===== config.mk =====
export PLATFORM = sky130hd
export DESIGN_NAME = gb_bus_responder
export DESIGN_NICKNAME = d
export VERILOG_FILES = /design/src/rtl/gb_bus_responder.sv
export SDC_FILE = /design/constraint.sdc
export NUM_CORES = 1
export LEC_CHECK = 0
export CAP_MARGIN = 20
export CORE_MARGIN = 2
export CORE_UTILIZATION = 52
export CTS_CLUSTER_DIAMETER = 80
export DETAILED_ROUTE_END_ITERATION = 8
export GPL_ROUTABILITY_DRIVEN = 0
export GPL_TIMING_DRIVEN = 0
export PLACE_DENSITY = 0.69
export SYNTH_ARGS = -nofsm -noshare
export SYNTH_HDL_FRONTEND = slang
export SYNTH_SLANG_ARGS = --single-unit

===== constraint.sdc =====
create_clock -name clk -period 2.7 [get_ports clk]
set_input_delay 0.54 -clock clk [delete_from_list [all_inputs] [get_ports clk]]
set_output_delay 0.54 -clock clk [all_outputs]
set_load 0.005 [all_outputs]

===== src/rtl/gb_bus_responder.sv =====
// gb_bus_responder: CPU bus responder with local HRAM/IE/IF and an external req/ack port (optional timeout via GB_BUS_TIMEOUT_EN)
module gb_bus_responder #(
    parameter int unsigned TIMEOUT_CYCLES = 15,
    parameter logic [7:0]  OPEN_BUS_DATA  = 8'hFF
) (
    input  logic        clk,
    input  logic        rst_n,
    input  logic        req_valid,
    input  logic [15:0] req_addr,
    input  logic        req_we,
    input  logic [7:0]  req_wdata,
    output logic        resp_valid,
    output logic [7:0]  resp_rdata,
    output logic        ext_req,
    output logic [15:0] ext_addr,
    output logic        ext_we,
    output logic [7:0]  ext_wdata,
    input  logic        ext_ack,
    input  logic [7:0]  ext_rdata,
    input  logic [4:0]  irq_pulse,
    output logic [7:0]  ie_o,
    output logic [4:0]  if_o
);
    typedef enum logic [1:0] {IDLE, LOCAL_RESP, EXT_WAIT, RESP} state_t;

    state_t     state, state_nxt;
    logic [7:0] hram [0:126];
    logic       accept, is_hram, is_if, is_ie, is_local, ext_done;
    logic [7:0] local_rdata, done_rdata;

    if (TIMEOUT_CYCLES < 1 || TIMEOUT_CYCLES > 255 || $bits(OPEN_BUS_DATA) != 8) begin : g_bad_param
        $error("gb_bus_responder: TIMEOUT_CYCLES must be 1..255 and OPEN_BUS_DATA 8 bits");
    end

    assign accept      = state == IDLE && req_valid;
    assign is_hram     = req_addr[15:7] == 9'h1FF && req_addr[6:0] != 7'h7F;
    assign is_if       = req_addr == 16'hFF0F;
    assign is_ie       = req_addr == 16'hFFFF;
    assign is_local    = is_hram || is_if || is_ie;
    assign local_rdata = is_ie ? ie_o : is_if ? {3'b111, if_o} : is_hram ? hram[req_addr[6:0]] : 8'h00;

`ifdef GB_BUS_TIMEOUT_EN
    logic [7:0] wait_cnt;
    logic       timeout;

    assign timeout    = wait_cnt == 8'(TIMEOUT_CYCLES - 1);
    assign ext_done   = ext_ack || timeout;
    assign done_rdata = ext_we ? 8'h00 : ext_ack ? ext_rdata : OPEN_BUS_DATA;

    // count cycles spent waiting on the external side; cleared whenever not waiting
    always_ff @(posedge clk or negedge rst_n)
        if (!rst_n) wait_cnt <= '0;
        else        wait_cnt <= state == EXT_WAIT ? wait_cnt + 8'd1 : 8'd0;
`else
    assign ext_done   = ext_ack;
    assign done_rdata = ext_we ? 8'h00 : ext_rdata;
`endif

    // FSM state register
    always_ff @(posedge clk or negedge rst_n)
        if (!rst_n) state <= IDLE;
        else        state <= state_nxt;

    // next state and handshake outputs decoded from the current state
    always_comb begin
        state_nxt  = state;
        resp_valid = state == LOCAL_RESP || state == RESP;
        ext_req    = state == EXT_WAIT;
        unique case (state)
            IDLE:       state_nxt = accept ? (is_local ? LOCAL_RESP : EXT_WAIT) : IDLE;
            LOCAL_RESP: state_nxt = IDLE;
            EXT_WAIT:   state_nxt = ext_done ? RESP : EXT_WAIT;
            RESP:       state_nxt = IDLE;
        endcase
    end

    // capture the accepted request and the response data (local at accept, external at completion)
    always_ff @(posedge clk or negedge rst_n)
        if (!rst_n) begin
            ext_addr   <= '0;
            ext_we     <= 1'b0;
            ext_wdata  <= '0;
            resp_rdata <= '0;
        end else if (accept) begin
            ext_addr   <= req_addr;
            ext_we     <= req_we;
            ext_wdata  <= req_wdata;
            resp_rdata <= req_we ? 8'h00 : local_rdata;
        end else if (state == EXT_WAIT && ext_done) begin
            resp_rdata <= done_rdata;
        end

    // IE/IF registers; interrupt pulses override a same-cycle CPU write bit by bit
    always_ff @(posedge clk or negedge rst_n)
        if (!rst_n) begin
            ie_o <= '0;
            if_o <= '0;
        end else begin
            if (accept && req_we && is_ie) ie_o <= req_wdata;
            if_o <= (accept && req_we && is_if ? req_wdata[4:0] : if_o) | irq_pulse;
        end

    // HRAM storage, intentionally not reset
    always_ff @(posedge clk)
        if (accept && req_we && is_hram) hram[req_addr[6:0]] <= req_wdata;
endmodule


==> results by group <==
Run status
  • Outcome: complete, but fails checks
  • Failing checks: setup timing

STA
  • Hold Vio Cnt, Final: 0
  • Period minus WS final: 2.72 ns
  • Clock skew: 0.0257 ns
  • Fin crit share: 1.01
  • Fin worst setup slack: -0.0223 ns
  • Setup TNS: -0.0223 ns
  • Final setup vio count: 1
  • F_max: 367 MHz
  • Worst slew pin tran: 1.16 ns
  • Max Slew Vio Count: 0
  • Relative slew slack: 0.229

Logic synthesis
  • Syn Nets: 2,144
  • Post-synth EDFFs: 1,016
  • #FFs+latches synth: 1,064
  • Cells after Synth: 2,102
  • Synth unique cells: 56
  • Share of flip-flops with an asynchronous set or reset: 0.0451
  • Netlist Area Pre-Place: 41,600 µm²
  • Syn avg cell area: 19.8 µm²
  • Post-synthesis sequential area ratio: 0.762
  • Post-synth top flop: edfxtp_1
  • Syn. warnings: 0

Clock tree
  • CTS HTree Levels: 3
  • CTS buffer count: 105
  • CTS clk-pin slew, worst paths: 0.06 ns
  • Maximum buffer depth of the clock tree: 3
  • CTS tree: yes
  • Clock latency at the later pin of the worst-skew pair: 0.69 ns
  • Clk root buf: clkbuf_16
  • Clock sinks: 1,064

Final layout
  • Commonest non-fill, non-tap cells in the layout: edfxtp_1 (1,016), mux4_2 (196), mux2i_1 (113), nor2_4 (113), clkbuf_16 (110)
  • Commonest non-fill, non-tap cell in the layout: edfxtp_1
  • Fin util: 0.631
  • Diodes inserted: 0
  • Fill cell total of the finished layout: 5,347
  • Synthesis-to-finish area growth: 19.9%
  • Layout cell share with drive strength beyond 1: 0.311
  • Fin nets: 2,420

Worst setup path
  • CP endpoint kind: flip-flop
  • Worst R2R End: hram[10][2]$_DFFE_PP_
  • Crit path buf inv count: 2
  • CP max FO: 10
  • R2R Setup Slk: 0.06 ns
  • Max stage delay on crit path: 0.83 ns
  • Depth of the worst register-to-register path: 10
  • Critical path type: input pin to flip-flop
  • Worst path most repeated cell: a21oi_1
  • Worst EP required: 3.25 ns
  • Worst setup SP type: input pin
  • Critical Path AT: 3.27 ns
  • Critical path, cell by cell: buf_2 -> nand2b_1 -> clkbuf_1 -> nor2_1 -> o221ai_1 -> a21oi_1 -> a21oi_1 -> nand4_1 -> o31ai_2
  • FF-to-FF Start: state[0]$_DFF_PN0_
  • Slowest cell on crit path: clkbuf_1
  • Delay-heaviest family, CP: buffers and inverters

Global routing
  • M2 GR Usage: 0.434
  • Largest net degree at the start of global routing: 92
  • Busiest grt layer: met2
  • Initial antenna violation count: 3
  • Global-route wire length before repair: 164 mm
  • Met3 Use GR: 0.0729
  • GRT Overall Usage: 0.281
  • Met1 Use GR: 0.379
  • Gr ovfl total: 0
  • Vias in the first global route: 23,315

Die
  • Row cnt: 103
  • Die area: 82,300 µm²
  • Initial Utilization: 0.526
  • Core ar.: 79,100 µm²
  • Die width: 287 µm
  • I/O Pins: 90
  • Die Span Y: 287 µm

Power
  • Leakage power: 16.0 nW
  • Int Pwr: 0.0279 W
  • Comb pwr share: 0.074
  • Psw: 0.00790 W
  • Sequential power share: 0.514
  • Clock power share: 0.412
  • P per Cell Area: 718 nW/µm²
  • Maximum vdd drop: 0.566 mV
  • Switching part of the total: 0.221

Place
  • I/O Buffers: 84
  • HPWL after DPL: 74.6 mm

Routing
  • Detailed Routing Iterations Pass 1: 5
  • WL per Instance: 32.7 µm
  • Final wirelength: 115 mm
  • Vias after detailed routing: 22,888
  • Initial DRC count: 3,265
  • DR DRC count: 0
  • Post-DRT Antenna Nets: 0
  • Vias per cell: 6.52

Worst hold path
  • Worst min-delay path class: input pin to asynchronous set/reset pin

Run
  • Max cap viols: 0
[Yosys cell counts (6+ instances only)]
cell / n / share of area
edfxtp_1: 1016 / 0.73
mux4_2: 196 / 0.11
nor2_1: 156 / 0.014
mux2i_1: 113 / 0.027
nand2_1: 86 / 0.0078
a22oi_1: 57 / 0.010
dfrtp_1: 48 / 0.029
a21oi_1: 47 / 0.0057
buf_2: 47 / 0.0057
o22ai_1: 37 / 0.0056
mux2_2: 35 / 0.0095
nand3_1: 28 / 0.0034
a211oi_1: 27 / 0.0049
clkbuf_1: 26 / 0.0023
o21ai_0: 21 / 0.0025
nand4_1: 18 / 0.0027
buf_6: 17 / 0.0046
buf_4: 15 / 0.0027
nand2b_1: 11 / 0.0017
nor2b_1: 8 / 0.0012
nor3_1: 7 / 0.00084
o221ai_1: 7 / 0.0015
buf_1: 6 / 0.00054
[stage by stage]
| step | power (W) | hold slack, ns | area [µm²] | instances | setup slack [ns] |
|---|---|---|---|---|---|
| CTS | 0.0358 | 0.234 | 49700 | 3507 | 0.00406 |
| global placement | 0.0212 | 0.481 | 43800 | 3236 | -2.67 |
| finish | 0.0358 | 0.237 | 49900 | 3513 | -0.0223 |
| detailed placement | 0.0213 | 0.412 | 44000 | 3245 | -2.09 |
| global route | 0.0366 | 0.262 | 49900 | 3513 | -0.00228 |
| floorplan | 0.0199 | 0.244 | 41600 | 2102 | 0.0625 |
[layout make-up]
cell class	instances	area, µm²	share of cell area
Buffer	115	895	0.0179
Tap cell	1050	1310	0.0263
Timing Repair Buffer	171	2230	0.0448
Inverter	6	25.0	0.000501
Clock buffer	127	2820	0.0564
Clock inverter	65	644	0.0129
Multi-Input combinational cell	915	10300	0.206
Sequential cell	1064	31700	0.635
[kinds of logic (layout without fill, tap and decap cells)]
family,after synthesis,count (layout),share of synthesized area
AOI/OAI and AO/OA,230,230,0.0374
buffers and inverters,123,484,0.0188
DFF,1064,1064,0.762
muxes,348,348,0.145
and+or+nand+nor,337,337,0.0365
[worst max path at each step]
stage | startpoint | end | slack, ns | cells past startpoint
2_1_floorplan | req_addr[13] | hram[95][0]$_DFFE_PP_ | 0.06 | 7
3_3_place_gp | req_wdata[2] | hram[32][2]$_DFFE_PP_ | -2.67 | 1
3_5_place_dp | req_addr[1] | hram[11][2]$_DFFE_PP_ | -2.09 | 7
4_1_cts | req_addr[4] | resp_rdata[3]$_DFFE_PN0P_ | 0.004 | 10
5_1_grt | state[0]$_DFF_PN0_ | hram[76][6]$_DFFE_PP_ | -0.002 | 10
6_report | req_addr[6] | resp_rdata[7]$_DFFE_PN0P_ | -0.02 | 9
[state kept, by name, summed over array words and instances, names as in the netlist]
signal / flops
state: 2
ie_o: 8
hram: 1016
ext_we: 1
ext_wdata: 8
if_o: 5
resp_rdata: 8
ext_addr: 16
[power groups by stage]
stage,clock [W],sequential [W],combinational [W]
global placement,0,0.0188,0.00242
CTS,0.0148,0.0184,0.00260
global route,0.0155,0.0184,0.00275
finish,0.0148,0.0184,0.00264
detailed placement,0,0.0187,0.00252
floorplan,0,0.0188,0.00111
[routing by layer]
| layer | share of wire | routed length (µm) |
|---|---|---|
| met5 | 0.00021 | 24 |
| met4 | 0.048 | 5530 |
| met3 | 0.11 | 12900 |
| met2 | 0.47 | 53900 |
| met1 | 0.37 | 42300 |
[repair_timing]
item	in CTS	in global routing
gates resized for setup	339	21
setup buffers	70	6
hold buffers	1	0
pin swaps	63	19
cloned	0	1
setup endpoints to repair	1030	394
endpoints found under the hold margin	27	0
Power figures use the tool's default switching activity.
